<file path="src/rtl/alu_seq_if.sv">
// alu_iface: operand/opcode bundle between a sequencer (master) and a combinational ALU (slave).
//   a, b, op : driven by master, 4 bits each
//   out      : ALU result, driven by slave, 4 bits
interface alu_iface;
  logic [3:0] a;
  logic [3:0] b;
  logic [3:0] op;
  logic [3:0] out;

  modport master (output a, output b, output op, input out);
  modport slave  (input a, input b, input op, output out);
endinterface

</file>
<file path="src/rtl/alu_seq.sv">
// alu_seq: command-driven ALU sequencer with a 4-bit accumulator, a DEPTH-entry
// command FIFO and a single-entry valid/ready response slot.
//   clk, rst      : clock, asynchronous active-high reset
//   aif           : ALU master port (a = accumulator, b/op from head command)
//   cmd_*         : command channel {load, op, b}, valid/ready
//   rsp_*         : response channel, accumulator value after each command
//   count         : FIFO occupancy 0..DEPTH
module alu_seq #(
  parameter int unsigned DEPTH = 4
) (
  input  logic            clk,
  input  logic            rst,
  alu_iface.master        aif,
  input  logic            cmd_valid,
  output logic            cmd_ready,
  input  logic            cmd_load,
  input  logic [3:0]      cmd_op,
  input  logic [3:0]      cmd_b,
  output logic            rsp_valid,
  input  logic            rsp_ready,
  output logic [3:0]      rsp_data,
  output logic [2:0]      count
);

  localparam int unsigned PTR_W = (DEPTH > 1) ? $clog2(DEPTH) : 1;
  localparam int unsigned CNT_W = 3;
  localparam int unsigned DAT_W = 4;

  localparam logic [0:0] RSP_EMPTY = 1'b0;
  localparam logic [0:0] RSP_FULL  = 1'b1;

  typedef struct packed {
    logic             load;
    logic [DAT_W-1:0] op;
    logic [DAT_W-1:0] b;
  } cmd_t;

  cmd_t             mem_q [DEPTH];
  logic [PTR_W-1:0] wr_ptr_q, wr_ptr_d;
  logic [PTR_W-1:0] rd_ptr_q, rd_ptr_d;
  logic [CNT_W-1:0] count_q, count_d;
  logic [DAT_W-1:0] acc_q, acc_d;
  logic [DAT_W-1:0] rsp_data_q, rsp_data_d;
  logic [0:0]       rsp_state_q, rsp_state_d;
  logic             cmd_ready_q, cmd_ready_d;

  cmd_t             head_c;
  logic             fifo_empty_c;
  logic             push_c;
  logic             issue_c;
  logic [DAT_W-1:0] result_c;

  // Handshake decode; cmd_ready_q already encodes "not full"
  always_comb begin
    head_c       = mem_q[rd_ptr_q];
    fifo_empty_c = (count_q == '0);
    push_c       = cmd_valid && cmd_ready_q;
    issue_c      = !fifo_empty_c && ((rsp_state_q == RSP_EMPTY) || rsp_ready);
    result_c     = head_c.load ? head_c.b : aif.out;
  end

  // ALU drive: head command when one is queued, zeros otherwise
  always_comb begin
    aif.a  = acc_q;
    aif.b  = '0;
    aif.op = '0;
    if (!fifo_empty_c) begin
      aif.b  = head_c.b;
      aif.op = head_c.op;
    end
  end

  // Next-state: pointers, occupancy, accumulator and response slot
  always_comb begin
    wr_ptr_d    = wr_ptr_q;
    rd_ptr_d    = rd_ptr_q;
    count_d     = count_q;
    acc_d       = acc_q;
    rsp_data_d  = rsp_data_q;
    rsp_state_d = rsp_state_q;

    if (push_c) wr_ptr_d = wr_ptr_q + PTR_W'(1);

    if (issue_c) begin
      rd_ptr_d   = rd_ptr_q + PTR_W'(1);
      acc_d      = result_c;
      rsp_data_d = result_c;
    end

    case ({push_c, issue_c})
      2'b10:   count_d = count_q + CNT_W'(1);
      2'b01:   count_d = count_q - CNT_W'(1);
      default: count_d = count_q;
    endcase

    case (rsp_state_q)
      RSP_EMPTY: if (issue_c) rsp_state_d = RSP_FULL;
      RSP_FULL:  if (rsp_ready && !issue_c) rsp_state_d = RSP_EMPTY;
      default:   rsp_state_d = RSP_EMPTY;
    endcase

    // Registered so rsp_ready never reaches cmd_ready combinationally
    cmd_ready_d = (count_d != CNT_W'(DEPTH));
  end

  always_ff @(posedge clk or posedge rst) begin
    if (rst) begin
      wr_ptr_q    <= '0;
      rd_ptr_q    <= '0;
      count_q     <= '0;
      acc_q       <= '0;
      rsp_data_q  <= '0;
      rsp_state_q <= RSP_EMPTY;
      cmd_ready_q <= 1'b1;
    end else begin
      wr_ptr_q    <= wr_ptr_d;
      rd_ptr_q    <= rd_ptr_d;
      count_q     <= count_d;
      acc_q       <= acc_d;
      rsp_data_q  <= rsp_data_d;
      rsp_state_q <= rsp_state_d;
      cmd_ready_q <= cmd_ready_d;
    end
  end

  // Command storage; validity is tracked by count, so no reset needed
  always_ff @(posedge clk) begin
    if (push_c) mem_q[wr_ptr_q] <= cmd_t'{load: cmd_load, op: cmd_op, b: cmd_b};
  end

  assign cmd_ready = cmd_ready_q;
  assign count     = count_q;
  assign rsp_valid = rsp_state_q;
  assign rsp_data  = rsp_data_q;

endmodule

</file>
<file path="src/flat_wrapper.sv">
// flat-port wrapper written by rule: the top's interface ports become plain ports
module alu_seq_flat 
#(
  parameter int unsigned DEPTH = 4
)
  (clk, rst, cmd_valid, cmd_ready, cmd_load, cmd_op, cmd_b, rsp_valid, rsp_ready, rsp_data, count, aif_a, aif_b, aif_op, aif_out);
  alu_iface aif_i ();
  input  logic clk;
  input  logic rst;
  input  logic cmd_valid;
  output logic cmd_ready;
  input  logic cmd_load;
  input  logic [3:0] cmd_op;
  input  logic [3:0] cmd_b;
  output logic rsp_valid;
  input  logic rsp_ready;
  output logic [3:0] rsp_data;
  output logic [2:0] count;
  output wire logic [$bits(aif_i.a)-1:0] aif_a;
  output wire logic [$bits(aif_i.b)-1:0] aif_b;
  output wire logic [$bits(aif_i.op)-1:0] aif_op;
  input wire logic [$bits(aif_i.out)-1:0] aif_out;
  assign aif_a = aif_i.a;
  assign aif_b = aif_i.b;
  assign aif_op = aif_i.op;
  assign aif_i.out = aif_out;
  alu_seq #(.DEPTH(DEPTH)) u_core (.clk(clk), .rst(rst), .aif(aif_i), .cmd_valid(cmd_valid), .cmd_ready(cmd_ready), .cmd_load(cmd_load), .cmd_op(cmd_op), .cmd_b(cmd_b), .rsp_valid(rsp_valid), .rsp_ready(rsp_ready), .rsp_data(rsp_data), .count(count));
endmodule
</file>
<file path="config.mk">
export PLATFORM = sky130hd
export DESIGN_NAME = alu_seq_flat
export DESIGN_NICKNAME = d
export VERILOG_FILES = /design/src/rtl/alu_seq_if.sv /design/src/rtl/alu_seq.sv /design/src/flat_wrapper.sv
export SDC_FILE = /design/constraint.sdc
export NUM_CORES = 1
export LEC_CHECK = 0
export CAP_MARGIN = 20
export CORE_MARGIN = 2
export CORE_UTILIZATION = 25
export CTS_CLUSTER_DIAMETER = 50
export CTS_CLUSTER_SIZE = 40
export DETAILED_ROUTE_END_ITERATION = 10
export HOLD_SLACK_MARGIN = 0.15
export PLACE_DENSITY = 0.48
export SLEW_MARGIN = 20
export SYNTH_ARGS = -nofsm -noshare
export SYNTH_HDL_FRONTEND = slang
export SYNTH_SLANG_ARGS = --single-unit
</file>
<file path="constraint.sdc">
create_clock -name clk -period 3.2 [get_ports clk]
set_input_delay 0.64 -clock clk [delete_from_list [all_inputs] [get_ports clk]]
set_output_delay 0.64 -clock clk [all_outputs]
set_load 0.02 [all_outputs]
</file>
Word-level counts from Yosys, hierarchy flattened
Memory sizes are Yosys's and may differ from the RTL's.
Index checks and enable logic that the tools add are counted.
{ "totals": {"regBits": 13, "ramBits": 36, "inputBits": 17, "out_inout_bits": 21, "wordCells": 31, "n_memories": 1} }
{ "op_classes": {"add_sub_neg": 4, "eq_ne": 3, "n_mux": 9, "n_bitwise": 1, "reduce_logical": 7} }
{ "mem_list": {"columns": ["memory", "depth", "word_bits", "read_ports", "rd_clocked_by_memory_dff", "write_ports", "line_no", "source"], "rows": [
  ["u_core.mem_q", 4, 9, 1, 0, 1, "alu_seq.sv:38", "cmd_t mem_q [DEPTH];"]
]} }
{ "ops": {"columns": ["operator", "count"], "rows": [
  ["two-way mux 4 bit", 3],
  ["one-hot mux 3 bit (2 select lines)", 1],
  ["adder 2 x 1 -> 2 bit (second input constant)", 2],
  ["two-way mux 1 bit", 4],
  ["adder 3 x 1 -> 3 bit (second input constant)", 1],
  ["logical AND 1 bit", 3],
  ["logical NOT 3 bit", 1],
  ["inequality test 3 bit (second input constant)", 1],
  ["subtractor 3 x 1 -> 3 bit (second input constant)", 1],
  ["== test 2 x 1 -> 1 bit (second input constant)", 1],
  ["== test 2 bit (second input constant)", 1],
  ["logical NOT 1 bit", 2],
  ["one-hot mux 1 bit (2 select lines)", 1],
  ["logical OR 1 bit", 1],
  ["NOT 1 bit", 1]
]} }

Longest topological paths before layout
{ "depth": {"depth_word": 7, "mapped_depth": 10, "mapped_depth_nobuf": 9} }

Worst setup path after synthesis
Ideal clock, no wire load.
{ "synth_timing": {"path_type": "input port to flip-flop", "from": "input port rsp_ready", "to": "register u_core.cmd_ready_q (netlist: u_core.cmd_ready)", "setup_ps": 82, "arrival_time_ps": 2492, "required_time_ps": 3118, "setup_slack_ps": 626, "stages": 10, "path_buffers": 1, "path_cell_list": "nor2b_1 or2_2 buf_2 inv_1 ha_1 inv_1 fa_1 xor2_1 or3_1 a211o_1"} }
{ "synth_between": {"elab_chain_len": 5, "elab_cells_between_ends": 6, "classes_between": "3 x eq/ne; 1 x mux; 2 x reduce/logical"} }
{ "synth_lines": {"columns": ["item", "line_no", "source"], "rows": [
  ["start, declared", "flat_wrapper.sv:16", "input logic rsp_ready;"],
  ["logical OR 1 bit *", "alu_seq.sv:58", "issue_c = !fifo_empty_c && ((rsp_state_q == RSP_EMPTY) || rsp_ready);"],
  ["logical AND 1 bit *", "alu_seq.sv:58", null],
  ["net u_core.issue_c", "alu_seq.sv:50", "logic issue_c;"],
  ["== test 2 x 1 -> 1 bit or == test 2 bit (tied branches)", "alu_seq.sv:90", "case ({push_c, issue_c})"],
  ["one-hot mux 3 bit (2 select lines) *", "alu_seq.sv:90", null],
  ["inequality test 3 bit *", "alu_seq.sv:103", "cmd_ready_d = (count_d != CNT_W'(DEPTH));"],
  ["net u_core.cmd_ready_d", "alu_seq.sv:45", "logic cmd_ready_q, cmd_ready_d;"],
  ["end signal, assigned", "alu_seq.sv:122", "cmd_ready_q <= cmd_ready_d;"],
  ["end, declared", "alu_seq.sv:45", null]
]} }
The timed path passes the listed nets; every way through them passes the cells marked *.
A chain may end at the register's enable or synchronous reset.

Worst setup path in the final report
{ "layout_timing": {"from": "register u_core.rd_ptr_q[0]", "to": "output port aif_op[3]"} }
{ "layout_between": {"elab_chain_len": 2} }
{ "layout_lines": {"columns": ["item", "line_no", "source"], "rows": [
  ["start, declared", "alu_seq.sv:40", "logic [PTR_W-1:0] rd_ptr_q, rd_ptr_d;"],
  ["start signal, assigned", "alu_seq.sv:117", "rd_ptr_q <= rd_ptr_d;"],
  ["memory (4 x 9 bit)", null, null],
  ["two-way mux 4 bit", "alu_seq.sv:67", "if (!fifo_empty_c) begin"],
  ["end, declared", "flat_wrapper.sv:21", "output wire logic [$bits(aif_i.op)-1:0] aif_op;"]
]} }
No other way between the ends.

==> flow_metrics.env <==
export IMPL_crit_start="u_core.rd_ptr_q[0]"
export IMPL_htree_num_levels=2
export IMPL_r2r_cells=10
export IMPL_r2r_start="u_core.count[0]"
export IMPL_rsz0062_at_grt="no"
export IMPL_synth_cell_type_count=27
export IMPL_utilization=0.326
export IMPL_hold_path_endpoint="u_core.wr_ptr_q[0]"
export IMPL_root_buffer="clkbuf_8"
export IMPL_final_area_mm2=0.00265
export IMPL_antenna_found_initial=0
export IMPL_fmax_mhz=333
export IMPL_ys_ff_latch=49
export IMPL_synth_top_area_frac=0.521
export IMPL_syn_avg_cell_area_um2=17.3
export IMPL_status="finished, final reports clean"
export IMPL_rows=33
export IMPL_r2r_end="u_core.cmd_ready"
export IMPL_multi_input_area_um2=584
export IMPL_syn_nets=143
export IMPL_hp_start="u_core.wr_ptr_q[0]"
export IMPL_portBuffers=37
export IMPL_fp_dieArea_mm2=0.00904
export IMPL_powerDensity_mw_per_mm2=964
export IMPL_drt_pass1_iter_count=5
export IMPL_period_needed_ns=3.00
export IMPL_vdd_drop_max_mv=0.207
export IMPL_fin_crit_sh=0.938
export IMPL_clkSinkCount=49
export IMPL_regArea_mm2=0.00141
export IMPL_die_w_um=95.1
export IMPL_dp_hpwl_um=2800
export IMPL_synth_edff_count=36
export IMPL_cap_violations=0
export IMPL_placed_area_mm2=0.00253
export IMPL_ys_top_cells_by_count="36 x edfxtp_1, 12 x dfrtp_1, 9 x nor2b_1"
export IMPL_syn_cell_area_mm2=0.00207
export IMPL_yosysMostFrequentCell="edfxtp_1"
export IMPL_nNetsFinal=181
export IMPL_arrival_ns=2.36
export IMPL_grt_use_total=0.0956
export IMPL_antenna_cells=0
export IMPL_io_pins=38
export IMPL_yosys_warnings=0
export IMPL_start_util=0.255
export IMPL_cp_max_fo=11
export IMPL_cts_buffers=5
export IMPL_yosysTopAreaCell="edfxtp_1"
export IMPL_p_leak_nw=0.969
export IMPL_cp_required_ns=2.56
export IMPL_min_path_type="reg -> reg"
export IMPL_setup_viol=0
export IMPL_slew_headroom=0.602
export IMPL_cts_resized=0
export IMPL_grt_overflow=0
export IMPL_drive_gt1_frac=0.119
export IMPL_finClkSkew_ns=0.00860
export IMPL_crit_type="reg -> out"
export IMPL_coreArea_mm2=0.00813
export IMPL_ys_flop_type="edfxtp_1"
export IMPL_via_count=1103
export IMPL_ys_async_sr_fraction=0.265
export IMPL_drt_vias_per_instance=4.18
export IMPL_min_path_cells=1
export IMPL_syn_inst=120
export IMPL_grt_pass1_vias=1199
export IMPL_wl_per_cell_um=15.0
export IMPL_yosysSeqAreaShare=0.679
export IMPL_finalHoldViolations=0
export IMPL_grt_max_degree=17
export IMPL_netlist_top_cells_area="edfxtp_1 52%, dfrtp_1 14%, mux4_2 5.4%"
export IMPL_routed_wl_um=3970
export IMPL_cts_hold_fix_buffers=0
export IMPL_clock_path_buffers=2
export IMPL_route_detailed_drc=0
export IMPL_worst_pin_slew_ns=0.598
export IMPL_finalMaxSlewViolations=0
export IMPL_critPathLaunchType="flip-flop"
export IMPL_grt_pass1_wl_um=6070
export IMPL_routabilityCongestion=0.670
export IMPL_fillerInstances=789
export IMPL_end_kind="output port"
export IMPL_area_growth_pct=27.8
export IMPL_insertion_delay_ns=0.30
export IMPL_reg2reg_slack_ns=0.54
export IMPL_drt_iter0_drc=32
export IMPL_cts_tree="built"
export IMPL_die_y_um=95.1
export IMPL_tns_ns=0
export IMPL_detail_route_antenna_nets=0
export IMPL_post_cts_setup_buffers=0
export IMPL_clkTransAtPathRegs_ns=0.09
## state kept, by name, indices dropped and copies added, names as in the netlist
name / flops
u_core.mem_q: 36
u_core.aif.a: 4
u_core.count: 3
u_core.rd_ptr_q: 2
u_core.wr_ptr_q: 2
u_core.cmd_ready: 1
u_core.rsp_valid: 1
## metal layers
metal	share of wire	vias up	routed length (um)	global-route usage
li1	-	515	-	-
met1	0.39	556	1530	0.0916
met2	0.56	26	2240	0.188
met3	0.030	6	119	0.0213
met4	0.020	0	81	0.0471
met5	0	-	0	0
## per-stage QoR
step                      std cells  hold slack, ns  power [mW]  worst slack, ns
after floorplan                 120           0.498        1.70            0.626
after global placement          256           0.526        2.12            0.168
after detailed placement        256           0.543        2.16           0.0551
after CTS                       264           0.557        2.61            0.134
after global routing            264           0.597        2.72           0.0881
final                           264           0.560        2.56            0.199
## critical path: stages (launching register included)
cell             delay, ns
dfrtp_1               0.73
mux4_1                0.63
nor2b_1               0.16
clkdlybuf4s50_1       0.54
## logic make-up after synthesis
kind of cell    after synthesis  share of synthesized area
compound gates               10                     0.0259
xor+xnor                      5                     0.0211
fa+ha+maj                     6                     0.0398
buf+inv                      15                     0.0392
flops                        49                      0.679
mux                          15                      0.135
simple gates                 20                     0.0604
## worst max path at each step
stage                                  end  depth (start not counted)
after floorplan           u_core.cmd_ready                         10
after global placement    u_core.cmd_ready                         10
after detailed placement  u_core.cmd_ready                         10
after CTS                        aif_op[3]                          3
after global routing             aif_op[3]                          3
final                            aif_op[3]                          3
## cell type report
type	count	share of cell area
multi-input combinational	56	0.220
clock buffer	5	0.0260
tap	105	0.0496
clock inverter	3	0.0175
timing repair buffer	39	0.145
sequential	49	0.531
inverter	7	0.00992
## cells in the final DEF (no fill, tap or decap), drive strengths merged, types with 2 or more instances in the layout
| cell type | n |
|---|---|
| buf | 2 |
| o21ai | 9 |
| nor2b | 9 |
| ha | 5 |
| nand2 | 2 |
| dfrtp | 12 |
| edfxtp | 36 |
| xnor2 | 3 |
| xor2 | 2 |
| mux4 | 9 |
| and3 | 4 |
| clkbuf | 5 |
| clkdlybuf4s50 | 37 |
| mux2i | 5 |
| inv | 7 |
## power breakdown
group	switching [mW]	internal (mW)	total (mW)	leakage, nW
Clock	0.204	0.234	0.438	0.0543
Combinational	0.547	0.572	1.12	0.434
Sequential	0.139	0.860	0.999	0.481
Total	0.890	1.67	2.56	0.969
(Power assumes the default switching activity.)
==> patch, RTL diff (same settings) <==
Make the reset (`rst`) synchronous in one clocked block. Comments in the files are not updated.
--- a/src/rtl/alu_seq.sv
+++ b/src/rtl/alu_seq.sv
@@ -103,7 +103,7 @@
     cmd_ready_d = (count_d != CNT_W'(DEPTH));
   end
 
-  always_ff @(posedge clk or posedge rst) begin
+  always_ff @(posedge clk) begin
     if (rst) begin
       wr_ptr_q    <= '0;
       rd_ptr_q    <= '0;
Function: differs if rst is asserted again (counterexample within 4 cycles, from zero or initial values and one cycle with rst high); with rst held inactive, the same outputs for 10 cycles.
==> patch against the original RTL <==
  * Total power down 9.9%
  * Routed wire length up 1.9%
  * Sequential cell count up 2
  * Setup slack better by 0.027 ns
  * Cell area up 0.61%
  * Area after synthesis up 2.0%
  * Synthesized cell count up 12%
  * Non-clock buffer count down 1
  * Highest routed layer unchanged
==> patch: results <==
export IMPL_grt_util_all_layers=0.09800
export IMPL_vias_per_cell=4.253
export IMPL_dpl_worst_slack_ns=0.1299
export IMPL_arrival_ns=2.33
export IMPL_intPower_mw=1.476
export IMPL_power_frac_comb=0.431
export IMPL_leakagePower_nw=0.9151
export IMPL_met1Wirelength_um=1975
export IMPL_rr_worst_depth=8
export IMPL_top_layer="met4"
export IMPL_hp_start="u_core.rd_ptr_q[1]"
export IMPL_r2r_end="u_core.cmd_ready"
export IMPL_period_share=0.9293
export IMPL_async_flop_share=0
export IMPL_grt_max_degree=19
export IMPL_synthTopCellsByArea="edfxtp_1 51%, dfxtp_1 14%, mux4_1 9.9%"
export IMPL_gp_congestion=0.7045
export IMPL_wl_met3_um=164
export IMPL_fin_skew_ns=0.008592
export IMPL_timing_rr_start="u_core.count[0]"
export IMPL_synth_fp_nets=157
export IMPL_whs_ns=0.5121
export IMPL_drive_above_1_share=0.05814
export IMPL_dpl_cell_area_mm2=0.002570
export IMPL_grt_pass1_wl_um=6499
export IMPL_place_hpwl_um=2760
export IMPL_routed_wirelength_um=4044
export IMPL_nFillCells=795
export IMPL_status="finished, final reports clean"
export IMPL_grt_pass1_vias=1200
export IMPL_first_iter_violations=67
export IMPL_largest_reg_flops=36
export IMPL_final_nets=194
export IMPL_relSlewSlack=0.6354
export IMPL_crit_end="aif_b[2]"
export IMPL_first_pass_iters=4
export IMPL_vdd_ir_drop_max_uv=243.0
patch: changes by cell type after synthesis, sizes merged, moves of 3 or more:
cell	before	now
a211oi	0	4
a21oi	0	10
and2	0	8
dfrtp	12	0
dfxtp	0	15
nor2	0	3
nor2b	9	3
o21ai	9	2
patch: layout make-up:
| type | count | area [um^2] | share of cell area |
|---|---|---|---|
| multi-input combinational | 69 | 656.9 | 0.2464 |
| clock inverter | 3 | 27.53 | 0.01032 |
| inverter | 6 | 22.52 | 0.008447 |
| sequential | 51 | 1381 | 0.5181 |
| tap | 105 | 131.4 | 0.04927 |
| clock buffer | 5 | 68.82 | 0.02581 |
| timing repair buffer | 38 | 377.9 | 0.1417 |
patch: power groups by stage:
stage,combinational [mW],clock [mW],sequential (mW)
final,0.993,0.387,0.922
after global placement,1.01,0,0.941
after floorplan,0.613,0,0.956
after CTS,1.01,0.408,0.927
after detailed placement,1.01,0,0.942
after global routing,1.09,0.437,0.943
patch: routing by layer:
metal,global-route usage,up-vias
met5,0,-
met4,0.02857,0
met3,0.03211,4
met2,0.1480,29
met1,0.1346,563
li1,-,582
patch: critical path, cell delays in order (launching register included):
cell	delay (ns)
dfxtp_1	0.50
buf_4	0.22
mux4_1	0.59
and2_1	0.19
clkdlybuf4s50_1	0.53
patch: cells by family after synthesis:
group / count (synthesis) / synth area share
buffers and inverters: 14 / 0.03609
muxes: 14 / 0.1337
adders and majority gates: 6 / 0.03905
xor gates and xnor gates: 3 / 0.01243
AOI/OAI and AO/OA: 18 / 0.05030
DFF: 51 / 0.6533
and+or+nand+nor: 28 / 0.07515
patch: through the flow:
step	cells	total power, mW
6_report	277	2.302
5_1_grt	277	2.474
4_1_cts	277	2.345
3_5_place_dp	269	1.947
3_3_place_gp	269	1.950
2_1_floorplan	134	1.569
